==> src/rtl/dsa_pkg.sv <==
// -----------------------------------------------------------------------------
// dsa_pkg
// Shared definitions for the digit-serial adder:
//   - state_t     : controller states (IDLE, RUN, DONE)
//   - DEF_WIDTH   : default operand/sum width
//   - DEF_DIGIT   : default number of bits added per clock
// Optional feature macro used by the design files: DSA_SUBTRACT_EN
// -----------------------------------------------------------------------------
package dsa_pkg;

  typedef enum logic [1:0] {
    IDLE = 2'd0,
    RUN  = 2'd1,
    DONE = 2'd2
  } state_t;

  localparam int DEF_WIDTH = 16;
  localparam int DEF_DIGIT = 4;

endpackage

==> src/rtl/rca_digit.sv <==
// -----------------------------------------------------------------------------
// rca_digit
// Combinational DIGIT-bit ripple-carry slice, reused once per clock by the
// digit-serial adder.
// Ports:
//   x, y  in  DIGIT  digit operands
//   ci    in  1      carry into bit 0
//   s     out DIGIT  digit sum
//   co    out 1      carry out of bit DIGIT-1
//   cm    out 1      carry into bit DIGIT-1 (used for signed overflow)
// -----------------------------------------------------------------------------
module rca_digit
  import dsa_pkg::*;
#(
  parameter int DIGIT = DEF_DIGIT
) (
  input  logic [DIGIT-1:0] x,
  input  logic [DIGIT-1:0] y,
  input  logic             ci,
  output logic [DIGIT-1:0] s,
  output logic             co,
  output logic             cm
);

  // c[i] is the carry into bit i; c[DIGIT] is the slice carry-out.
  logic [DIGIT:0] c;

  always_comb begin
    s    = '0;
    c    = '0;
    c[0] = ci;
    for (int i = 0; i < DIGIT; i++) begin
      s[i]   = x[i] ^ y[i] ^ c[i];
      c[i+1] = (x[i] & y[i]) | (c[i] & (x[i] ^ y[i]));
    end
  end

  assign co = c[DIGIT];
  assign cm = c[DIGIT-1];

endmodule

==> src/rtl/digit_serial_adder.sv <==
// -----------------------------------------------------------------------------
// digit_serial_adder
// Multi-cycle adder computing {cout,sum} = a + b + cin, DIGIT bits per clock,
// least-significant digit first, using one shared rca_digit slice.
// Operands are taken on an in_valid/in_ready handshake in IDLE, the result is
// offered on out_valid/out_ready in DONE and held until accepted.
// Ports:
//   clk        in  1      rising-edge clock
//   rst_n      in  1      asynchronous active-low reset
//   in_valid   in  1      operands present
//   in_ready   out 1      block can accept operands (IDLE only)
//   a, b       in  WIDTH  operands
//   cin        in  1      carry-in
//   sub        in  1      subtract mode        (only with DSA_SUBTRACT_EN)
//   out_valid  out 1      result present
//   out_ready  in  1      consumer accepts result
//   sum        out WIDTH  result
//   cout       out 1      carry out of bit WIDTH-1 (1 = no borrow when sub)
//   ovf        out 1      signed overflow      (only with DSA_SUBTRACT_EN)
// Optional feature macro: DSA_SUBTRACT_EN (adds sub/ovf, enables a - b).
// -----------------------------------------------------------------------------
module digit_serial_adder
  import dsa_pkg::*;
#(
  parameter int WIDTH = DEF_WIDTH,
  parameter int DIGIT = DEF_DIGIT
) (
  input  logic             clk,
  input  logic             rst_n,
  input  logic             in_valid,
  output logic             in_ready,
  input  logic [WIDTH-1:0] a,
  input  logic [WIDTH-1:0] b,
  input  logic             cin,
`ifdef DSA_SUBTRACT_EN
  input  logic             sub,
  output logic             ovf,
`endif
  output logic             out_valid,
  input  logic             out_ready,
  output logic [WIDTH-1:0] sum,
  output logic             cout
);

  localparam int NDIG = WIDTH / DIGIT;
  localparam int CW   = (NDIG > 1) ? $clog2(NDIG) : 1;
  localparam logic [CW-1:0] LAST = CW'(NDIG - 1);

  state_t           state;
  state_t           state_next;
  logic [CW-1:0]    cnt;
  logic             carry;
  logic [WIDTH-1:0] op_a;
  logic [WIDTH-1:0] op_b;
  logic [WIDTH-1:0] sum_q;
  logic             cout_q;
  logic             out_valid_q;
  logic             accept;
  logic             last_digit;

  logic [DIGIT-1:0] dig_a;
  logic [DIGIT-1:0] dig_b;
  logic [DIGIT-1:0] slice_s;
  logic             slice_co;

`ifdef DSA_SUBTRACT_EN
  logic             slice_cm;
  logic             ovf_q;
`else
  logic             cm_unused;
`endif

  assign accept     = in_valid && in_ready;
  assign last_digit = (cnt == LAST);

  // Current digit of each captured operand feeds the shared slice.
  assign dig_a = op_a[int'(cnt)*DIGIT +: DIGIT];
  assign dig_b = op_b[int'(cnt)*DIGIT +: DIGIT];

  rca_digit #(
    .DIGIT(DIGIT)
  ) u_slice (
    .x (dig_a),
    .y (dig_b),
    .ci(carry),
    .s (slice_s),
    .co(slice_co),
`ifdef DSA_SUBTRACT_EN
    .cm(slice_cm)
`else
    .cm(cm_unused)
`endif
  );

  // State register.
  always_ff @(posedge clk or negedge rst_n) begin
    if (!rst_n) state <= IDLE;
    else        state <= state_next;
  end

  // Next-state logic.
  always_comb begin
    state_next = state;
    case (state)
      IDLE:    if (accept)     state_next = RUN;
      RUN:     if (last_digit) state_next = DONE;
      DONE:    if (out_ready)  state_next = IDLE;
      default:                 state_next = IDLE;
    endcase
  end

  // in_ready is a pure state decode so it never depends on in_valid.
  always_comb begin
    in_ready = (state == IDLE);
  end

  // Datapath: operand capture, per-digit accumulation and registered outputs.
  // The sum register is cleared on capture so undigested bits read as 0.
  always_ff @(posedge clk or negedge rst_n) begin
    if (!rst_n) begin
      cnt         <= '0;
      carry       <= 1'b0;
      op_a        <= '0;
      op_b        <= '0;
      sum_q       <= '0;
      cout_q      <= 1'b0;
      out_valid_q <= 1'b0;
`ifdef DSA_SUBTRACT_EN
      ovf_q       <= 1'b0;
`endif
    end else begin
      case (state)
        IDLE: begin
          if (accept) begin
            op_a   <= a;
            cnt    <= '0;
            sum_q  <= '0;
            cout_q <= 1'b0;
`ifdef DSA_SUBTRACT_EN
            // a - b is a + ~b + 1; the forced carry replaces cin.
            op_b   <= sub ? ~b : b;
            carry  <= sub | cin;
            ovf_q  <= 1'b0;
`else
            op_b   <= b;
            carry  <= cin;
`endif
          end
        end
        RUN: begin
          sum_q[int'(cnt)*DIGIT +: DIGIT] <= slice_s;
          carry <= slice_co;
          cnt   <= cnt + 1'b1;
          if (last_digit) begin
            cout_q      <= slice_co;
            out_valid_q <= 1'b1;
`ifdef DSA_SUBTRACT_EN
            ovf_q       <= slice_cm ^ slice_co;
`endif
          end
        end
        DONE: begin
          if (out_ready) out_valid_q <= 1'b0;
        end
        default: ;
      endcase
    end
  end

  assign sum       = sum_q;
  assign cout      = cout_q;
  assign out_valid = out_valid_q;
`ifdef DSA_SUBTRACT_EN
  assign ovf       = ovf_q;
`endif

endmodule

==> config.mk <==
export PLATFORM = sky130hd
export DESIGN_NAME = digit_serial_adder
export DESIGN_NICKNAME = d
export VERILOG_FILES = /design/src/rtl/dsa_pkg.sv /design/src/rtl/rca_digit.sv /design/src/rtl/digit_serial_adder.sv
export SDC_FILE = /design/constraint.sdc
export NUM_CORES = 1
export LEC_CHECK = 0
export CORE_MARGIN = 2
export CORE_UTILIZATION = 45
export CTS_CLUSTER_SIZE = 30
export DETAILED_ROUTE_END_ITERATION = 10
export GPL_ROUTABILITY_DRIVEN = 1
export PLACE_DENSITY = 0.75
export SKIP_CTS_REPAIR_TIMING = 1
export SLEW_MARGIN = 20
export SYNTH_ARGS = -nofsm -noshare
export SYNTH_HDL_FRONTEND = slang
export SYNTH_HIERARCHICAL = 1
export SYNTH_SLANG_ARGS = --single-unit
==> constraint.sdc <==
create_clock -name clk -period 2.75 [get_ports clk]
set_input_delay 0.275 -clock clk [delete_from_list [all_inputs] [get_ports clk]]
set_output_delay 0.275 -clock clk [all_outputs]
set_load 0.01 [all_outputs]
==> results of run 1 <==
[cells in the mapped netlist, drive strengths merged]
| master | number | area share (%) |
|---|---|---|
| nor2b | 2 | 0.49 |
| dfrtp | 55 | 54 |
| o21ai | 2 | 0.39 |
| a32o | 1 | 0.39 |
| and2 | 1 | 0.25 |
| nor2 | 2 | 0.30 |
| a22oi | 1 | 0.30 |
| o31ai | 1 | 0.30 |
| buf | 6 | 2.0 |
| mux4 | 8 | 7.1 |
| fa | 4 | 3.2 |
| a21oi | 3 | 0.59 |
| and4 | 1 | 0.35 |
| nand2b | 4 | 0.99 |
| inv | 12 | 1.8 |
| a22o | 16 | 5.5 |
| ha | 5 | 2.5 |
| mux2 | 32 | 14 |
| a21o | 5 | 1.5 |
| clkbuf | 2 | 0.30 |
| nand2 | 9 | 1.3 |
| nor4 | 4 | 1.5 |
| a31oi | 1 | 0.25 |
| o21bai | 1 | 0.30 |
[sequential cells by signal, summed over array words and instances, names as in the netlist]
| signal | count |
|---|---|
| sum | 16 |
| cnt | 2 |
| op_a | 16 |
| carry | 1 |
| op_b | 16 |
| cout | 1 |
| out_valid | 1 |
| state | 2 |
[report_power, final]
group	total, mW	internal (mW)	switching [mW]
combinational	1.96	0.983	0.975
sequential	1.39	1.16	0.233
clock	0.549	0.295	0.254
[metal layers]
| metal | track usage [%] | part of all wire [%] | vias to the layer above |
|---|---|---|---|
| met1 | 23.1 | 45 | 793 |
| met2 | 25.0 | 47 | 57 |
| met5 | 0 | 0 | - |
| met4 | 6.72 | 2.0 | 0 |
| li1 | - | - | 765 |
| met3 | 4.89 | 5.8 | 10 |
[how the worst max path moves through the flow]
stage / startpoint / to / slack, ns / cells past startpoint
after CTS: cnt[0] / sum[7] / -0.002 / 8
final: cnt[0] / sum[7] / 0.11 / 8
after global placement: cnt[0] / sum[15] / 0.04 / 8
after global routing: cnt[0] / cout / 0.01 / 9
after floorplan: cnt[0] / cout / 0.002 / 10
after detailed placement: cnt[0] / sum[7] / 0.009 / 8
[worst max-delay path: stages (launching register included)]
cell and delay, ns:
dfrtp_2 0.42, mux4_2 0.53, fa_2 0.39, inv_2 0.06, fa_2 0.19, fa_2 0.19
inv_2 0.04, fa_2 0.49, a22o_1 0.22
[cell type report]
class / count / share of cell area [%]
Tap cell: 72 / 2.73
Clock buffer: 6 / 2.50
Clock inverter: 2 / 1.06
Multi-Input combinational cell: 103 / 32.3
Timing Repair Buffer: 61 / 18.3
Inverter: 12 / 1.36
Sequential cell: 55 / 41.8
[cell families after synthesis]
kind of cell / synth area share, %
simple gates: 5.18
mux: 21.3
flops: 54.3
fa+ha+maj: 5.62
buf+inv: 4.09
compound gates: 9.52
[stage by stage]
step	utilization (%)	worst slack, ns	TNS (ns)	cells	hold WS, ns
finish	60.3	0.109	0	311	0.0164
CTS	60.0	-0.00227	-0.00227	310	0.0261
detailed placement	57.8	0.00887	0	302	0.373
floorplan	-	0.00163	0	178	-0.0206
global route	60.3	0.0126	0	311	0.0517
global placement	57.8	0.0376	0	302	0.369
==> flow_summary_export.csv, run 1 <==
group,metric,value,unit
finish,diodes,0,
yosys,syn_inst,178,
timing,relSlewSlack,52.0,%
placement,dp_hpwl,3550,µm
critical_path,criticalPathCategory,"flip-flop to flip-flop",
yosys,synth_seq_area_share,54.3,%
floorplan,core_area,0.00547,mm²
min_path,hold_class,"primary input to async pin",
critical_path,reg2reg_to,"sum[7]",
global_routing,grt_pass1_vias,1651,
outcome,status,"finished, final reports clean",
finish,final_area,0.00330,mm²
floorplan,fp-row-count,27,
clocking,cts_tree,"built",
critical_path,crit_path_end_kind,"flip-flop",
timing,clock_skew,0.00636,ns
clocking,cts_root_buffer,"clkbuf_8",
global_routing,grt_antenna_before_repair,0,
timing,fmax,0.379,GHz
timing,period_needed,2.64,ns
route,wl_per_cell,15.2,µm
route,drt_first_pass_iters,4,
global_routing,grt_pass1_wl,7980,µm
clocking,clk_latency,0.31,ns
yosys,synth_seq_cells,55,
timing,finalCritPeriodShare,96.0,%
timing,worst_slew_pin_slew,0.720,ns
floorplan,die_y,79.1,µm
global_routing,overflow,0,
route,routed_via_density,5.23,
finish,final_cell_mix,"clkdlybuf4s50_1 (54), dfrtp_1 (53), mux2_1 (30)",
critical_path,r2r-start,"cnt[0]",
route,num_vias,1625,
critical_path,startpoint_type,"flip-flop",
power_and_ir_drop,power_density,1180,mW/mm²
floorplan,start_util,46.3,%
floorplan,io-pin-count,56,
clocking,numCtsBuffers,5,
placement,place.gp.congestion,0.786,
finish,layout_commonest_cell,"clkdlybuf4s50_1",
power_and_ir_drop,cellLeakagePower,1.42,nW
global_routing,grt_max_degree,33,
placement,place_area,0.00316,mm²
clocking,cts.clk_slew.worst_paths,0.10,ns
finish,layout.nets,284,
finish,multi_input_area,0.00107,mm²
route,postRouteAntennaNets,0,
timing,slew_viol_final,0,
power_and_ir_drop,power,3.90,mW
clocking,clockBufferDepth,2,
global_routing,grtUsageTotal,16.7,%
floorplan,die-area,0.00625,mm²
yosys,yosysUniqueCellTypes,28,
finish,fillers,455,
yosys,syn-cell-area,0.00254,mm²
route,drtIter0Drc,139,
floorplan,die_w,79.1,µm
job,drv_cap,0,
timing,setup_viol,0,
critical_path,r2r_cells,8,
route,drt_wl_total,4730,µm
finish,drive_gt1_share,14.6,%
yosys,yosys_warnings,6,
route,drc,0,
timing,grt_setup_unrepaired,"false",
timing,hold_viol,0,
power_and_ir_drop,irDropWorstVdd,0.602,mV
critical_path,worstPathArrival,2.84,ns
critical_path,worst-path-max-fanout,4,
clocking,cts.sinks,55,
finish,ff_latch_area,0.00138,mm²
critical_path,worstPathRequired,2.95,ns
yosys,synth.net_count,224,
critical_path,r2r_slack,0.11,ns
clocking,cts_max_level,2,
placement,io_buffer_count,55,
yosys,avgSynthCellArea,14.2,µm²
finish,areaGrowthSynthToFinish,30.1,%
Note: power is estimated with default switching activity, not from simulation.
==> inputs of run 2 (changes only) <==
Settings changed: CELL_PAD_IN_SITES_DETAIL_PLACEMENT set to 1, CELL_PAD_IN_SITES_GLOBAL_PLACEMENT set to 2, CORE_ASPECT_RATIO set to 0.7, CORE_UTILIZATION 45 to 31, PLACE_DENSITY 0.75 to not set, PLACE_DENSITY_LB_ADDON set to 0.1.
==> run 2 against run 1 <==
Effect of this change:
- total power is 8.8% higher
- register-to-register slack hardly changed
- via count is 2.7% higher
==> flow_summary_export.csv, run 2 (synthesis gave the netlist of run 1 again) <==
group,metric,value,unit
critical_path,critPathMaxStageDelay,0.54,ns
timing,period_needed,2.65,ns
critical_path,startpoint_type,"flip-flop",
timing,finalCritPeriodShare,96.4,%
floorplan,die-area,0.00893,mm²
critical_path,worstPathRequired,2.93,ns
critical_path,crit_path_end_kind,"flip-flop",
finish,diodes,0,
timing,relSlewSlack,42.6,%
route,wl_per_cell,17.7,µm
floorplan,die_w,112,µm
finish,ff_latch_area,0.00138,mm²
floorplan,fp-row-count,27,
placement,post-place-cells,335,
timing,layout_setup_ws,0.0984,ns
min_path,hold_class,"primary input to async pin",
placement,io_buffer_count,55,
timing,setup_viol,0,
global_routing,overflow,0,
critical_path,worst-path-max-fanout,5,
finish,drive_gt1_share,15.6,%
route,num_vias,1669,
timing,holdWs,0.0978,ns
power_and_ir_drop,cellLeakagePower,1.46,nW
route,postRouteAntennaNets,0,
route,drt_first_pass_iters,4,
global_routing,grt_pass1_wl,10200,µm
clocking,cts_root_buffer,"clkbuf_16",
timing,worst_slew_pin_slew,0.862,ns
floorplan,die_y,79.7,µm
floorplan,core_area,0.00791,mm²
timing,fmax,0.377,GHz
route,routed_via_density,4.85,
outcome,status,"finished, final reports clean",
critical_path,cpMaxStageDelayCell,"mux4_2",
finish,areaGrowthSynthToFinish,34.4,%
floorplan,start_util,32.1,%
route,drtIter0Drc,86,
power_and_ir_drop,irDropWorstVdd,0.603,mV
critical_path,worstPathArrival,2.83,ns
floorplan,io-pin-count,56,
placement,dp_hpwl,4590,µm
route,drt_wl_total,6080,µm
critical_path,crit_chain,"mux4_2 > fa_2 > inv_2 > fa_2 > fa_2 > inv_2 > fa_2 > and4_1 > a21o_1",
finish,final_cell_mix,"dfrtp_1 (54), clkdlybuf4s50_1 (54), mux2_1 (30)",
finish,multi_input_area,0.00107,mm²
placement,place.gp.congestion,0.749,
timing,hold_viol,0,
clocking,clockBufferDepth,2,
clocking,cts_tree,"built",
critical_path,cp_top_family,"adder cells",
global_routing,grt_pass1_vias,1865,
finish,finalNonFillerCells,344,
timing,slew_viol_final,0,
timing,grt_setup_unrepaired,"true",
critical_path,criticalPathCategory,"flip-flop to flip-flop",
clocking,cts_max_level,2,
finish,layout.nets,288,
clocking,cts.clk_slew.worst_paths,0.07,ns
route,drc,0,
power_and_ir_drop,power,4.25,mW
clocking,cts.sinks,55,
global_routing,grtUsageTotal,14.8,%
power_and_ir_drop,power_density,1250,mW/mm²
critical_path,path_buf_inv,2,
critical_path,crit_top_cell,"fa_2",
timing,clock_skew,0.00245,ns
global_routing,grt_max_degree,38,
clocking,numCtsBuffers,5,
global_routing,grt_antenna_before_repair,0,
placement,post-place-ws,-0.0547,ns
finish,fillers,829,
job,drv_cap,0,
clocking,clk_latency,0.29,ns
==> run 2: cell types whose count changed in the layout (fill, tap and decap cells not counted), sizes merged <==
cell / previous run / this run
buf: 7 / 11
==> run 2: layout make-up <==
cell class | instances | share of cell area (%)
clock buffers | 6 | 4.07
clock inverters | 2 | 1.03
inverters | 12 | 1.32
multi-input cells | 103 | 31.3
flip-flops and latches | 55 | 40.4
well taps | 101 | 3.71
repair buffers | 65 | 18.2
==> run 2: where the power goes <==
group	switching, mW	internal (mW)
combinational	1.09	1.02
clock	0.279	0.453
sequential	0.242	1.16
total	1.61	2.64
==> run 2: path summary, 6_finish.rpt <==
path | startpoint | to | slack (ns) | cells after the start
max | cnt[0] | cout | 0.1 | 9
min | rst_n | op_a[10] | 0.1 | 1
max reg2reg | cnt[0] | cout | 0.1 | 9
min reg2reg | op_b[11] | op_b[11] | 0.48 | 1
max in group asynchronous | rst_n | op_b[3] | 1.97 | 2
min in group clk | op_b[11] | op_b[11] | 0.48 | 1
==> run 2: worst reg2reg max path, delay by kind of cell (launching register included) <==
kind | cells | cell delay [ns]
AOI/OAI and AO/OA | 1 | 0.15
adders and majority gates | 4 | 1.11
buffers and inverters | 2 | 0.10
DFF | 1 | 0.43
muxes | 1 | 0.54
and+or+nand+nor | 1 | 0.21
==> run 2: per-layer routing <==
| metal | routed length (µm) | vias to the layer above | track usage [%] |
|---|---|---|---|
| met5 | 0 | - | 0 |
| met4 | 44 | 0 | 2.80 |
| met3 | 299 | 6 | 3.11 |
| met2 | 2610 | 49 | 22.5 |
| met1 | 3120 | 848 | 21.9 |
| li1 | - | 766 | - |
==> run 2: through the flow <==
stage          TNS [ns]  cell area [µm²]  utilization (%)
4_1_cts          -0.242             3390             42.9
6_report              0             3410             43.1
3_3_place_gp          0             3220             40.7
2_1_floorplan         0             2540                -
3_5_place_dp     -0.211             3220             40.7
5_1_grt         -0.0250             3410             43.1
==> inputs of run 3 (changes only) <==
Settings changed: CELL_PAD_IN_SITES_DETAIL_PLACEMENT 1 to 0, CELL_PAD_IN_SITES_GLOBAL_PLACEMENT 2 to 1, CORE_UTILIZATION 31 to 37.
==> run 3 against run 2 <==
Effect of this change:
- clock power fell by 30%
- total power fell by 6.3%
- worst hold slack improved by 0.33 ns
- utilization rose by 6.8 points
- via count fell by 1.3%
- fmax rose by 0.38%
- flip-flop and latch count did not move
- non-clock buffer count rose by 1
- worst setup slack improved by 0.010 ns
- combinational power fell by 2%
- critical path type unchanged
- highest routed layer unchanged
==> flow_summary_export.csv, run 3 (synthesis gave the netlist of run 1 again) <==
group,metric,value,unit
route,wl_per_cell,16.0,µm
placement,post-place-cells,327,
placement,place.gp.congestion,0.798,
power_and_ir_drop,power_density,1190,mW/mm²
timing,relSlewSlack,48.1,%
power_and_ir_drop,power,3.98,mW
route,drc,0,
finish,final_area,0.00334,mm²
global_routing,grtUsageTotal,15.5,%
critical_path,worstPathArrival,2.83,ns
route,num_vias,1647,
floorplan,die-area,0.00754,mm²
clocking,cts_max_level,2,
global_routing,grt_max_degree,33,
power_and_ir_drop,switchingPower,1.53,mW
global_routing,grt_antenna_before_repair,0,
critical_path,worst-path-max-fanout,5,
power_and_ir_drop,cellLeakagePower,1.43,nW
clocking,clockBufferDepth,2,
placement,dp_hpwl,4170,µm
clocking,numCtsBuffers,5,
route,drt_first_pass_iters,4,
finish,areaGrowthSynthToFinish,31.7,%
timing,setup_viol,0,
finish,diodes,0,
route,drt_wl_total,5400,µm
finish,layout.nets,289,
timing,layout_setup_ws,0.108,ns
timing,slew_viol_final,0,
route,routed_via_density,4.89,
power_and_ir_drop,swShare,38.5,%
critical_path,crit_path_end_kind,"flip-flop",
placement,place_area,0.00320,mm²
floorplan,fp-row-count,25,
timing,finalCritPeriodShare,96.1,%
power_and_ir_drop,combPwrFrac,52.1,%
floorplan,die_w,103,µm
finish,finalNonFillerCells,337,
timing,fmax,0.379,GHz
outcome,status,"finished, final reports clean",
finish,fillers,608,
global_routing,overflow,0,
floorplan,start_util,37.9,%
critical_path,startpoint_type,"flip-flop",
clocking,cts.sinks,55,
clocking,cts_root_buffer,"clkbuf_8",
power_and_ir_drop,seq_power_share,35.1,%
global_routing,grt_pass1_wl,8730,µm
timing,hold_viol,0,
global_routing,grt_pass1_vias,1755,
timing,clock_skew,0.00436,ns
placement,io_buffer_count,55,
floorplan,die_y,73.3,µm
route,postRouteAntennaNets,0,
job,drv_cap,0,
floorplan,io-pin-count,56,
critical_path,r2r_cells,8,
finish,layout_commonest_cell,"clkdlybuf4s50_1",
timing,worst_slew_pin_slew,0.772,ns
timing,period_needed,2.64,ns
route,drtIter0Drc,52,
power_and_ir_drop,irDropWorstVdd,0.635,mV
min_path,hold_class,"primary input to async pin",
floorplan,core_area,0.00669,mm²
clocking,cts_tree,"built",
critical_path,criticalPathCategory,"flip-flop to flip-flop",
critical_path,worstPathRequired,2.94,ns
power_and_ir_drop,p_int,2.45,mW
clocking,clk_latency,0.30,ns
timing,finalSetupTns,0,ns
placement,post-place-ws,-0.000274,ns
finish,final_cell_mix,"clkdlybuf4s50_1 (54), dfrtp_1 (53), mux2_1 (30)",
clocking,cts.clk_slew.worst_paths,0.09,ns
power_and_ir_drop,clkPwrFrac,12.8,%
finish,drive_gt1_share,15.2,%
## run 3: cell types whose count changed in the layout (fill, tap and decap cells not counted), sizes merged
cell / before / now
clkinv: 1 / 0
dlygate4sd3: 0 / 1
## run 3: power groups by stage
stage | Sequential [mW] | Clock, mW | Combinational [mW]
2_1_floorplan | 1.35 | 0 | 1.33
3_3_place_gp | 1.41 | 0 | 1.95
3_5_place_dp | 1.42 | 0 | 1.98
4_1_cts | 1.40 | 0.525 | 2.00
5_1_grt | 1.45 | 0.553 | 2.30
6_report | 1.40 | 0.509 | 2.07
## run 3: final timing paths
check	slack, ns	startpoint	endpoint
setup / recovery	0.11	cnt[0]	sum[15]
hold / removal	0.43	rst_n	op_a[6]
setup reg to reg	0.11	cnt[0]	sum[15]
hold reg to reg	0.49	op_a[14]	op_a[14]
max in group asynchronous	1.67	rst_n	sum[15]
min in group clk	0.49	op_a[14]	op_a[14]
## run 3: worst max-delay path, cell delays in order (launching register included)
cell and delay, ns:
dfrtp_2 0.43, mux4_2 0.54, fa_2 0.40, inv_2 0.07, fa_2 0.19, fa_2 0.19
inv_2 0.04, fa_2 0.46, a22o_1 0.23
## run 3: through the flow
step	utilization [%]	hold slack (ns)
6_report	49.9	0.425
5_1_grt	49.9	0.482
4_1_cts	49.4	-0.103
3_5_place_dp	47.8	0.229
3_3_place_gp	47.8	0.218
2_1_floorplan	-	-0.0206
## run 3: metal layers
layer / vias to the layer above / global-route usage [%] / share of wire, %
met5: - / 0 / 0
met4: 0 / 4.68 / 0.98
met3: 6 / 3.33 / 5.7
met2: 53 / 22.7 / 43
met1: 813 / 23.2 / 50
li1: 775 / - / -
## run 3: final cells by class
type,count,area (µm²),area share (%)
well taps,94,118,3.52
clock inverters,1,30.0,0.899
repair buffers,66,631,18.9
flip-flops and latches,55,1380,41.3
inverters,12,45.0,1.35
multi-input cells,103,1070,31.9
clock buffers,6,72.6,2.17
